==> config.mk <==
export PLATFORM = sky130hd
export DESIGN_NAME = bus_wait_ctrl
export DESIGN_NICKNAME = d
export VERILOG_FILES = /design/src/rtl/bus_wait_ctrl.sv
export SDC_FILE = /design/constraint.sdc
export NUM_CORES = 1
export LEC_CHECK = 0
export ABC_AREA = 1
export CORE_UTILIZATION = 30
export CTS_CLUSTER_DIAMETER = 120
export DETAILED_ROUTE_END_ITERATION = 8
export HOLD_SLACK_MARGIN = 0.02
export SYNTH_ARGS = -nofsm -noshare
export SYNTH_HDL_FRONTEND = slang
export SYNTH_SLANG_ARGS = --single-unit
==> constraint.sdc <==
create_clock -name clk -period 1.74 [get_ports clk]
set_clock_uncertainty 0.1 [all_clocks]
set_input_delay 0.348 -clock clk [delete_from_list [all_inputs] [get_ports clk]]
set_output_delay 0.348 -clock clk [all_outputs]
set_load 0.01 [all_outputs]
==> src/rtl/bus_wait_ctrl.sv <==
// 8086 bus-cycle controller: latches the multiplexed address on ALE, decodes
// ROM/RAM/IO/unmapped regions, drives chip selects and inserts READY wait states.
module bus_wait_ctrl #(
  parameter int unsigned WS_ROM  = 2,
  parameter int unsigned WS_RAM  = 0,
  parameter int unsigned WS_IO   = 3,
  parameter int unsigned TIMEOUT = 64
) (
  input  logic        clk,
  input  logic        resetN,
  input  logic        ale,
  input  logic [15:0] adbus,
  input  logic [3:0]  asbus,
  input  logic        m_ioN,
  input  logic        bheN,
  input  logic        rdN,
  input  logic        wrN,
  output logic        ready,
  output logic [19:0] addr,
  output logic        bheN_l,
  output logic        rom_csN,
  output logic        ram_csN,
  output logic        io_csN,
  output logic        bus_err
);

  localparam int unsigned CW = $clog2(TIMEOUT + 1);
  localparam int unsigned AW = 20;

  typedef enum logic [1:0] {
    ST_IDLE = 2'd0,
    ST_ADDR = 2'd1,
    ST_STRB = 2'd2
  } state_e;

  state_e        state_q, state_d;
  logic [CW-1:0] cnt_q, cnt_d;
  logic [CW-1:0] wd_q, wd_d;
  logic          ready_q, ready_d;
  logic [AW-1:0] addr_q, addr_d;
  logic          bhe_q, bhe_d;
  logic          rom_cs_q, rom_cs_d;
  logic          ram_cs_q, ram_cs_d;
  logic          io_cs_q, io_cs_d;
  logic          unmapped_q, unmapped_d;
  logic          bus_err_q, bus_err_d;
  logic          both_q, both_d;

  logic          strobe_c;
  logic          both_c;
  logic          released_c;
  logic          active_c;
  logic          conflict_c;
  logic          wd_expire_c;
  logic          last_wait_c;
  logic [CW-1:0] cnt_load_c;
  logic          dec_rom_c, dec_ram_c, dec_io_c, dec_none_c;

  assign strobe_c    = ~rdN | ~wrN;
  assign both_c      = ~rdN & ~wrN;
  assign released_c  = rdN & wrN;
  assign active_c    = (state_q == ST_ADDR) || (state_q == ST_STRB);
  // Both strobes low is a protocol error; flag only its first cycle.
  assign conflict_c  = both_c & ~both_q & active_c & ~ale;
  assign wd_expire_c = (wd_q == CW'(TIMEOUT - 1));
  assign last_wait_c = (cnt_q == CW'(1));

  // Region decode on the address currently presented with ALE.
  always_comb begin
    dec_rom_c  = 1'b0;
    dec_ram_c  = 1'b0;
    dec_io_c   = 1'b0;
    dec_none_c = 1'b0;
    cnt_load_c = CW'(WS_RAM);
    if (m_ioN) begin
      if (asbus == 4'hF) begin
        dec_rom_c  = 1'b1;
        cnt_load_c = CW'(WS_ROM);
      end else begin
        dec_ram_c  = 1'b1;
        cnt_load_c = CW'(WS_RAM);
      end
    end else if (adbus[15:8] == 8'h00) begin
      dec_io_c   = 1'b1;
      cnt_load_c = CW'(WS_IO);
    end else begin
      dec_none_c = 1'b1;
      cnt_load_c = CW'(TIMEOUT);
    end
  end

  // State register.
  always_ff @(posedge clk or negedge resetN) begin
    if (!resetN) begin
      state_q <= ST_IDLE;
    end else begin
      state_q <= state_d;
    end
  end

  // Next-state logic; ALE restarts the cycle from any state.
  always_comb begin
    state_d = state_q;
    if (ale) begin
      state_d = ST_ADDR;
    end else begin
      case (state_q)
        ST_ADDR: begin
          if (strobe_c) begin
            state_d = ST_STRB;
          end else if (wd_expire_c) begin
            state_d = ST_IDLE;
          end
        end
        ST_STRB: begin
          if (released_c) begin
            state_d = ST_IDLE;
          end
        end
        default: state_d = ST_IDLE;
      endcase
    end
  end

  // Output and datapath next values.
  always_comb begin
    cnt_d      = cnt_q;
    wd_d       = wd_q;
    ready_d    = ready_q;
    addr_d     = addr_q;
    bhe_d      = bhe_q;
    rom_cs_d   = rom_cs_q;
    ram_cs_d   = ram_cs_q;
    io_cs_d    = io_cs_q;
    unmapped_d = unmapped_q;
    bus_err_d  = 1'b0;
    both_d     = both_c;

    if (ale) begin
      addr_d     = {asbus, adbus};
      bhe_d      = bheN;
      cnt_d      = cnt_load_c;
      wd_d       = '0;
      ready_d    = (cnt_load_c == '0);
      rom_cs_d   = ~dec_rom_c;
      ram_cs_d   = ~dec_ram_c;
      io_cs_d    = ~dec_io_c;
      unmapped_d = dec_none_c;
    end else begin
      case (state_q)
        ST_ADDR: begin
          if (strobe_c) begin
            if (cnt_q != '0) begin
              cnt_d = cnt_q - CW'(1);
              if (last_wait_c) begin
                ready_d = 1'b1;
                if (unmapped_q) bus_err_d = 1'b1;
              end
            end else begin
              ready_d = 1'b1;
            end
          end else if (wd_expire_c) begin
            bus_err_d = 1'b1;
            ready_d   = 1'b1;
            rom_cs_d  = 1'b1;
            ram_cs_d  = 1'b1;
            io_cs_d   = 1'b1;
          end else begin
            wd_d = wd_q + CW'(1);
          end
        end
        ST_STRB: begin
          if (released_c) begin
            ready_d  = 1'b1;
            rom_cs_d = 1'b1;
            ram_cs_d = 1'b1;
            io_cs_d  = 1'b1;
          end else if (cnt_q != '0) begin
            cnt_d = cnt_q - CW'(1);
            if (last_wait_c) begin
              ready_d = 1'b1;
              if (unmapped_q) bus_err_d = 1'b1;
            end
          end else begin
            ready_d = 1'b1;
          end
        end
        default: ;
      endcase
      if (conflict_c) bus_err_d = 1'b1;
    end
  end

  // Datapath and output registers.
  always_ff @(posedge clk or negedge resetN) begin
    if (!resetN) begin
      cnt_q      <= '0;
      wd_q       <= '0;
      ready_q    <= 1'b1;
      addr_q     <= '0;
      bhe_q      <= 1'b1;
      rom_cs_q   <= 1'b1;
      ram_cs_q   <= 1'b1;
      io_cs_q    <= 1'b1;
      unmapped_q <= 1'b0;
      bus_err_q  <= 1'b0;
      both_q     <= 1'b0;
    end else begin
      cnt_q      <= cnt_d;
      wd_q       <= wd_d;
      ready_q    <= ready_d;
      addr_q     <= addr_d;
      bhe_q      <= bhe_d;
      rom_cs_q   <= rom_cs_d;
      ram_cs_q   <= ram_cs_d;
      io_cs_q    <= io_cs_d;
      unmapped_q <= unmapped_d;
      bus_err_q  <= bus_err_d;
      both_q     <= both_d;
    end
  end

  assign ready   = ready_q;
  assign addr    = addr_q;
  assign bheN_l  = bhe_q;
  assign rom_csN = rom_cs_q;
  assign ram_csN = ram_cs_q;
  assign io_csN  = io_cs_q;
  assign bus_err = bus_err_q;

endmodule

======== After elaboration in Yosys (flattened, before gate mapping) ========
Cells that the tools add are included.
operators by class
  reductions and logical operators ........ 11
  add/subtract/negate cells ............... 2
  bitwise operators ....................... 13
  eq/ne operators ......................... 13
  mux-type cells .......................... 47
operators with widths
  cell                                              number
  2-to-1 mux 7 bit                                  10
  2-to-1 mux 1 bit                                  27
  != test 3 bit, second input constant              5
  one-hot mux 7 bit (2 select lines)                1
  2-to-1 mux 2 bit                                  5
  zero test 8 bit                                   1
  adder 7 x 1 -> 7 bit, second input constant       1
  == test 7 x 1 -> 1 bit, second input constant     1
  == test 7 x 6 -> 1 bit, second input constant     1
  zero test 7 bit                                   1
  NOT 1 bit                                         7
  nonzero test 7 bit                                1
  subtractor 7 x 1 -> 7 bit, second input constant  1
  one-hot mux 1 bit (2 select lines)                3
  AND reduction 3 bit                               2
  bitwise AND 1 bit                                 5
  == test 4 bit, second input constant              1
  != test 2 bit, second input constant              2
  != test 4 bit, second input constant              1
  one-hot mux 2 bit (2 select lines)                1
  AND reduction 2 bit                               2
  AND reduction 4 bit                               1
  nonzero test 3 bit                                1
  == test 2 x 1 -> 1 bit, second input constant     1
  other kinds (4)                                   4
word-level totals
  flip-flop bits (word level) ............. 44
  output and inout port bits .............. 26
  bits of input ports ..................... 27
  word-level logic and storage cells ...... 98

======== Depth between registers and ports, before layout ========
Gate-level depths: netlist of run 1.
  depth in word-level cells ............... 7
  gate-level depth with buffers ........... 11
  mapped depth without buffers ............ 11

======== Least setup slack after synthesis of run 1 ========
Ideal clock, no wire load.
  path type ............................... register -> register
  start ................................... register cnt_q[0]
  end ..................................... register cnt_q[5]
  cell stages (with the launch flop) ...... 11
  library setup time ...................... 0.121 ns
  required time ........................... 1.519 ns
  setup slack ............................. 0.238 ns
  data arrival time ....................... 1.281 ns
  clock period less this slack ............ 1.502 ns
  cells stage by stage .................... dfrtp_1 > inv_1 > ha_1 > inv_1 > nor2_2 > nand2_2 > nor2_2 > nor2_2 > buf_6 > nand4_1 > o21ai_1
on the way
  cells in the longest elaborated chain, start to end .. 5
  elaborated cells on any way between the ends .. 7
ends and longest elaborated chain
  element                                                          line      RTL
  from (decl)                                                      37        logic [CW-1:0] cnt_q, cnt_d;
  from (signal assigned)                                           209       cnt_q <= cnt_d;
  subtractor 7 x 1 -> 7 bit or nonzero test 7 bit (tied branches)  --
  2-to-1 mux 7 bit (*)                                             153, 178
  2-to-1 mux 7 bit, on equally long branches                       173, 152
  one-hot mux 7 bit (2 select lines) (*)                           150       case (state_q)
  2-to-1 mux 7 bit (*)                                             139       if (ale) begin
Every way passes the cells marked *; elsewhere a longest branch is shown, timed or not. The select of a mux whose other input is x is not followed.
A chain may end at the register's enable or synchronous reset.

======== Worst setup path after layout of run 1 ========
  start ................................... register addr_q[18] (netlist: addr[18])
  end ..................................... output port addr[18]
RTL lines
  element                 line  RTL
  from (decl)             40    logic [AW-1:0] addr_q, addr_d;
  from (signal assigned)  212   addr_q <= addr_d;
  to (decl)               19    output logic [19:0] addr,
No word-level cell between the ends.

==> results of run 1 <==
## path summary, 6_finish.rpt
kind	start	cells past startpoint	end	slack, ns
worst max-delay path	addr[18]$_DFFE_PN0P_	1	addr[18]	0.08
min in group asynchronous	resetN	3	wd_q[1]$_DFFE_PN0P_	0.44
worst min-delay path	bheN_l$_DFFE_PN1P_	2	bheN_l$_DFFE_PN1P_	0.37
max in group asynchronous	resetN	3	rom_csN$_DFFE_PN1P_	0.81
worst min register to register	bheN_l$_DFFE_PN1P_	2	bheN_l$_DFFE_PN1P_	0.37
worst max register to register	cnt_q[1]$_DFFE_PN0P_	10	cnt_q[2]$_DFFE_PN0P_	0.16
## power by group
group	internal [mW]	switching (mW)
Combinational	0.430	0.503
Sequential	1.16	0.0928
Clock	0.317	0.350
Total	1.91	0.946
## stage by stage
stage,hold WS (ns),power [mW]
2_1_floorplan,-0.0476,1.81
3_3_place_gp,0.249,2.15
3_5_place_dp,0.251,2.18
4_1_cts,0.369,2.85
5_1_grt,0.382,3.08
6_report,0.370,2.86
## final cells by class
| cell class | instances | share of cell area [%] |
|---|---|---|
| tap | 96 | 4.08 |
| multi-input combinational | 193 | 30.7 |
| clock inverter | 2 | 0.340 |
| timing repair buffer | 68 | 22.0 |
| inverter | 20 | 2.55 |
| clock buffer | 6 | 2.80 |
| sequential | 44 | 37.6 |
## logic make-up after synthesis
| family | after synthesis | synth area share [%] |
|---|---|---|
| AO/OA/AOI/OAI | 22 | 6.06 |
| XOR/XNOR | 3 | 1.24 |
| adder cells (fa/ha/maj) | 5 | 2.94 |
| buffers and inverters | 28 | 5.77 |
| flip-flops | 44 | 52.1 |
| AND/OR/NAND/NOR | 163 | 31.9 |
## layout by cell type, fill, tap and decap left out, types with 2 or more instances in the layout
cell type        count
nand3_1             17
nand4_1              5
nor2_2               5
a21oi_1              3
inv_2                6
dfrtp_1             39
dfstp_2              5
dlygate4sd2_1        5
clkdlybuf4s50_1     46
ha_2                 2
o21ai_1              4
clkinv_2             2
inv_1               14
buf_4               13
o21a_1               2
o21ai_0              9
ha_1                 3
nor2_1              22
nand2_2              2
nand2_1            109
xnor2_1              2
clkbuf_8             6
o21ai_2              3
## sequential cells by signal, summed over array words and instances (netlist names)
signal / cells
addr: 20
bheN_l: 1
both_q: 1
bus_err: 1
cnt_q: 7
io_csN: 1
ram_csN: 1
ready: 1
rom_csN: 1
state_q: 2
unmapped_q: 1
wd_q: 7
## metal layers
layer / vias to the layer above / GRT usage (%) / wire length (um)
met2: 46 / 22.3 / 2130
met1: 853 / 17.8 / 2240
li1: 963 / - / -
met5: - / 0 / 0
met4: 0 / 6.36 / 105
met3: 11 / 3.81 / 281
## timing repair
item	4_1_cts	5_1_grt
endpoints found under the setup margin	5	7
resized for setup	5	4
hold buffers	1	0
setup buffers	0	2
pin swaps	0	2
endpoints found under the hold margin	39	0
==> impl_results.md, run 1 <==
* Status: complete, no violations
* Routed WL at 4750 um
* Ranking of synthesized cells by area: dfrtp_1 (46%), nand2_1 (19%), dfstp_2 (6.2%), nor2_1 (4.1%), nand3_1 (4.0%)
* Cells after DPL at 418
* CP max-delay cell: clkdlybuf4s50_1
* Critical Path RT at 1.29 ns
* Synthesized area at 2130 um^2
* Clock slew at reported path FFs at 0.08 ns
* #FFs+latches synth at 44
* Critical Path AT at 1.21 ns
* Area Overhead vs Synth at 38.6%
* Iteration-0 DRC Markers at 95
* ANT cells at 0
* Initial Util at 31.1%
* Asr flop ratio synth at 100%
* Max cap viols at 0
* Largest net degree at the start of global routing at 45
* Remaining antenna violation count at 0
* Via count at 1873
* Cells after synthesis at 265
* GPL Wtd Cong at 0.749
* Most common cell in the netlist: nand2_1
* CP endpoint kind: output port
* Final hold vios at 0
* CTS H-tree depth at 2
* DIE AREA at 7430 um^2
* Minimum clock period after layout at 1.66 ns
* Crit path buffers/inverters at 1
* Multi-input logic area at 903 um^2
* Non-filler cells in the finished layout at 429
* Post-DR vias/cell at 4.37
* Post-synth EDFFs at 0
* Register area at 1110 um^2
* CTS tree: done
* Power density cells at 970 nW/um^2
* PortBufs at 52
* Ratio of cells with drive above 1 in the final layout at 15.0%
* Synth top area share at 45.9%
* Peak Freq at 602 MHz
* Worst slew pin tran at 0.284 ns
* Core Area at 6830 um^2
* Critical Path, Cell by Cell: clkdlybuf4s50_1
* Post-Route Utilization at 43.1%
* Hold WC Path Type: flip-flop to flip-flop
* Crit Path Category: flip-flop to output port
* GR Overflow Total at 0
* Period utilization at 95.5%
* Fillers at 722
* Fraction of the yosys area taken by sequential cells at 52.1%
* Num CTS Buffers at 5
* Post-synth top flop: dfrtp_1
* Rows at 30
* Die X-Extent at 86.2 um
* Final setup fails at 0
* Clk sinks at 44
* Area after DPL at 2820 um^2
* Dpl hpwl at 3420 um
* Maximum VDD drop at 0.315 mV
* Net count reported at finish at 364
* CTS root buf: clkbuf_8
* Worst-Skew Late Latency at 0.30 ns
* Post-synthesis cell type count at 26
* Slew margin rel. at 81.0%
* Number of synthesis warnings at 0
* Final setup margin at 0.0781 ns
* Cell family with most CP delay: buffers and inverters
* First-pass GRT wire length at 8090 um
* GRT Total Usage at 14.0%
* Final slew viol count at 0
* First drt pass iteration count at 4
* I/O pin count at 53
* Vias in the first global route at 1797
* CP Max Fanout at 2
* Commonest cells post-synth: nand2_1 (109), dfrtp_1 (39), nor2_1 (23), nand3_1 (17), inv_1 (14)
* Crit-path max cell delay at 0.55 ns
* Sum Neg Setup Slack at 0 ns
* # DRC at 0
* Clk buf depth at 2
* DR WL/cell at 11.1 um
* CP Launch Type: flip-flop
* Post-synth top area cell: dfrtp_1
* Die height at 86.2 um
* Static Leak at 1.43 nW
* Avg Inst Size Synth at 8.02 um^2
* Initial antenna violation count at 0
* Synthesized Nets at 297
* Worst slack, placed at -0.0407 ns
* Final instance area at 2950 um^2
Power figures use the tool's default switching activity.
==> inputs of run 2 (changes only) <==
==> constraint.sdc (replaced) <==
create_clock -name clk -period 1.74 [get_ports clk]
set_clock_uncertainty 0.1 [all_clocks]
set_input_delay 0.174 -clock clk [delete_from_list [all_inputs] [get_ports clk]]
set_output_delay 0.174 -clock clk [all_outputs]
set_load 0.01 [all_outputs]
==> impl_results.md, run 2 (synthesis results as in run 1) <==
* Clk buf depth at 2
* Final hold vios at 0
* Most common cell after layout, fill and taps aside: nand2_1
* PortBufs at 52
* Num CTS Buffers at 5
* Final slew viol count at 0
* Max reg flops at 20
* Critical Path AT at 1.78 ns
* Via count at 1912
* Final setup fails at 0
* # DRC at 0
* CP Max Fanout at 5
* Iteration-0 DRC Markers at 77
* GPL Wtd Cong at 0.795
* First drt pass iteration count at 4
* Initial antenna violation count at 0
* Final instance area at 2960 um^2
* Post-DR vias/cell at 4.47
* Largest net degree at the start of global routing at 30
* Die X-Extent at 86.2 um
* CTS tree: done
* Hold WC Path Type: input pin to asynchronous set/reset pin
* Initial Util at 31.1%
* Core Area at 6830 um^2
* Static Leak at 1.42 nW
* Minimum clock period after layout at 1.68 ns
* Remaining antenna violation count at 0
* CP endpoint kind: flip-flop
* CTS root buf: clkbuf_8
* I/O pin count at 53
* CTS H-tree depth at 2
* Clk sinks at 44
* Die height at 86.2 um
* DR WL/cell at 11.6 um
* Crit Path Category: flip-flop to flip-flop
* Area Overhead vs Synth at 39.0%
* GR Overflow Total at 0
* Ratio of cells with drive above 1 in the final layout at 14.2%
* Status: complete, no violations
* Dpl hpwl at 3480 um
* Routed WL at 4980 um
* First-pass GRT wire length at 8470 um
* Maximum VDD drop at 0.328 mV
* Vias in the first global route at 1878
* Sum Neg Setup Slack at 0 ns
* Peak Freq at 597 MHz
* GRT Total Usage at 14.6%
* Slew margin rel. at 69.9%
* Critical Path RT at 1.85 ns
* Period utilization at 96.3%
* Worst-Skew Late Latency at 0.31 ns
* Net count reported at finish at 363
* Clock slew at reported path FFs at 0.10 ns
* Area after DPL at 2790 um^2
* Worst slew pin tran at 0.451 ns
* Max cap viols at 0
* Rows at 30
* DIE AREA at 7430 um^2
* Most frequent cells in the layout: nand2_1 (109), clkdlybuf4s50_1 (51), dfrtp_1 (39)
* Power density cells at 994 nW/um^2
* ANT cells at 0
* CP Launch Type: flip-flop
## run 2: cell types whose count changed in the layout (fill, tap and decap cells not counted), sizes merged
| cell | delta |
|---|---|
| buf | -2 |
| clkinv | -1 |
| dlygate4sd2 | -5 |
| clkbuf | -1 |
| nor2 | +1 |
| inv | +2 |
| clkdlybuf4s50 | +5 |
## run 2: timing repair
action                                  in CTS  in global routing
endpoints found under the setup margin       6                  5
hold buffers                                 1                  0
pin swaps                                    0                  3
buffers inserted                             0                  5
cloned                                       0                  1
resized for setup                            1                  4
endpoints found under the hold margin       17                  0
## run 2: final timing paths
kind,from,to,slack (ns),depth (start not counted)
setup / recovery,cnt_q[0]$_DFFE_PN0P_,cnt_q[0]$_DFFE_PN0P_,0.06,10
hold / removal,resetN,addr[19]$_DFFE_PN0P_,0.24,2
setup reg to reg,cnt_q[0]$_DFFE_PN0P_,cnt_q[0]$_DFFE_PN0P_,0.06,10
hold reg to reg,addr[9]$_DFFE_PN0P_,addr[9]$_DFFE_PN0P_,0.38,2
max in group asynchronous,resetN,ram_csN$_DFFE_PN1P_,0.73,3
min in group clk,bheN,bheN_l$_DFFE_PN1P_,0.27,3
## run 2: power by group
part | internal (mW) | leakage (nW) | total (mW) | switching (mW)
clock network | 0.296 | 0.0491 | 0.700 | 0.404
registers | 1.16 | 0.547 | 1.26 | 0.0938
logic | 0.447 | 0.827 | 0.978 | 0.531
total | 1.91 | 1.42 | 2.94 | 1.03
## run 2: critical path: stages (launching register included)
cell and delay, ns:
dfrtp_1 0.39, inv_1 0.10, ha_1 0.17, inv_1 0.08
nor2_4 0.12, nand2_2 0.09, nor2_4 0.17, nor2_4 0.08
buf_4 0.15, nand2_1 0.07, o21ai_2 0.05
## run 2: layout make-up
cell class                      instances  area, um^2
Clock buffer                            5        68.8
Tap cell                               96         120
Clock inverter                          3        26.3
Timing Repair Buffer                   66         636
Sequential cell                        44        1110
Inverter                               20        75.1
Multi-Input combinational cell        194         922
Fill cell                             712        3880
## run 2: metal layers
| metal | up-vias | part of all wire, % | GRT usage [%] |
|---|---|---|---|
| met5 | - | 0 | 0 |
| met4 | 0 | 1.3 | 5.45 |
| met3 | 4 | 5.5 | 4.10 |
| met2 | 46 | 47 | 23.8 |
| met1 | 903 | 46 | 18.6 |
| li1 | 959 | - | - |
## run 2: stage by stage
stage | total power [mW] | utilization [%] | hold WS [ns] | std cells | setup slack (ns)
CTS | 2.85 | 42.4 | 0.247 | 422 | 0.0456
floorplan | 1.81 | - | -0.222 | 265 | 0.238
global placement | 2.11 | 40.8 | 0.0501 | 413 | -0.0325
finish | 2.94 | 43.3 | 0.236 | 428 | 0.0648
detailed placement | 2.14 | 40.8 | 0.0527 | 413 | -0.115
global route | 3.16 | 43.3 | 0.286 | 428 | -0.0299
==> inputs of run 3 (changes only) <==
==> constraint.sdc (replaced) <==
create_clock -name clk -period 1.8 [get_ports clk]
set_clock_uncertainty 0.1 [all_clocks]
set_input_delay 0.18 -clock clk [delete_from_list [all_inputs] [get_ports clk]]
set_output_delay 0.18 -clock clk [all_outputs]
set_load 0.01 [all_outputs]
==> impl_results.md, run 3 (synthesis results as in run 1) <==
* Status: complete, no violations
* GR Overflow Total at 0
* Die X-Extent at 86.2 um
* DIE AREA at 7430 um^2
* CP startpoint: io_csN$_DFFE_PN1P_
* CP Launch Type: flip-flop
* Final hold vios at 0
* Final setup margin at 0.143 ns
* Power density cells at 976 nW/um^2
* Hold WC Path Type: input pin to asynchronous set/reset pin
* Area Overhead vs Synth at 36.9%
* CTS root buf: clkbuf_8
* Worst R2R Start: cnt_q[0]$_DFFE_PN0P_
* Min Hold Slack at 0.250 ns
* GRT Total Usage at 13.6%
* Initial Util at 31.1%
* Maximum VDD drop at 0.354 mV
* Fillers at 711
* Critical Path, Cell by Cell: clkdlybuf4s50_1
* Via count at 1822
* Net switching power at 0.925 mW
* Vias in the first global route at 1775
* Clock slew at reported path FFs at 0.09 ns
* Rows at 30
* Most common cell after layout, fill and taps aside: nand2_1
* DR WL/cell at 11.0 um
* Register area at 1110 um^2
* Clock share of power at 27.3%
* Worst slew pin tran at 0.451 ns
* Static Leak at 1.40 nW
* # DRC at 0
* Clk buf depth at 2
* Max cap viols at 0
* Register share of total power at 42.8%
* PortBufs at 52
* Minimum clock period after layout at 1.66 ns
* Post-DR vias/cell at 4.33
* Final setup fails at 0
* Net count reported at finish at 356
* Initial antenna violation count at 0
* Final slew viol count at 0
* First drt pass iteration count at 4
* Slew margin rel. at 69.9%
* Period utilization at 92.0%
* Power share of the combinational group at 29.9%
* Largest net degree at the start of global routing at 27
* Worst-Skew Late Latency at 0.30 ns
* CTS H-tree depth at 2
* Max reg flops at 20
* Remaining antenna violation count at 0
* Crit path buffers/inverters at 1
* Num CTS Buffers at 5
* Die height at 86.2 um
* I/O pin count at 53
* Crit Path Category: flip-flop to output port
* Dpl hpwl at 3370 um
* First-pass GRT wire length at 7850 um
* Ratio of cells with drive above 1 in the final layout at 12.0%
* ANT cells at 0
* CP endpoint kind: output port
* CP Max Fanout at 2
* Sum Neg Setup Slack at 0 ns
* Unrepaired setup endpoints after global routing: false
* Post-CTS Setup Inserts at 0
* CTS tree: done
* Critical Path RT at 1.52 ns
* Iteration-0 DRC Markers at 96
* Routed WL at 4630 um
* Peak Freq at 604 MHz
* Crit-path max cell delay at 0.55 ns
* Critical Path AT at 1.38 ns
* CP max-delay cell: dfstp_2
* Worst slack, placed at 0.0892 ns
* Cell family with most CP delay: flip-flops
* Clk sinks at 44
* Core Area at 6830 um^2
* Multi-input logic area at 901 um^2
* Most frequent cells in the layout: nand2_1 (109), clkdlybuf4s50_1 (51), dfrtp_1 (39)
* GPL Wtd Cong at 0.779
* Internal at 1.92 mW
* Sw Ratio at 32.5%
-- run 3: cell types whose count changed in the layout (fill, tap and decap cells not counted) --
cell / delta
inv_2: -1
inv_6: -2
nor2_4: -3
bufinv_16: +1
clkinv_4: +1
nor2_2: +2
buf_4: -6
inv_1: +1
-- run 3: through the flow --
stage	util [%]	std cells	power, mW	instance area, um^2
5_1_grt	42.6	421	3.07	2910
2_1_floorplan	-	265	1.75	2130
4_1_cts	42.5	421	2.86	2910
6_report	42.6	421	2.84	2910
3_5_place_dp	40.7	412	2.07	2780
3_3_place_gp	40.7	412	2.06	2780
-- run 3: layer usage --
metal	track usage, %	vias to the layer above	share of wire (%)
met5	0	-	0
met1	17.9	824	48
met4	5.45	0	1.3
li1	-	946	-
met3	4.57	4	7.0
met2	20.8	48	44
-- run 3: area by class of cell --
type                       count  share of cell area [%]
clock buffer                   5                    2.36
clock inverter                 3                    1.63
inverter                      20                    2.58
multi-input combinational    193                    31.0
sequential                    44                    38.0
tap                           96                    4.13
timing repair buffer          60                    20.3
-- run 3: path summary, 6_finish.rpt --
kind / cells after the start / end / slack, ns
max: 1 / io_csN / 0.14
min: 2 / addr[13]$_DFFE_PN0P_ / 0.25
max reg2reg: 10 / cnt_q[2]$_DFFE_PN0P_ / 0.15
min reg2reg: 2 / bheN_l$_DFFE_PN1P_ / 0.37
max in group asynchronous: 3 / rom_csN$_DFFE_PN1P_ / 0.77
min in group clk: 3 / bheN_l$_DFFE_PN1P_ / 0.27
-- run 3: timing repair --
item	CTS	global route
gates resized for setup	0	1
hold endpoints to repair	17	0
endpoints found under the setup margin	0	2
hold buffers	1	0
-- run 3: power groups by stage --
stage,registers (mW),clock network (mW),logic (mW)
2_1_floorplan,1.25,0,0.507
5_1_grt,1.24,0.862,0.969
3_3_place_gp,1.23,0,0.822
6_report,1.22,0.776,0.850
4_1_cts,1.22,0.805,0.838
3_5_place_dp,1.23,0,0.834
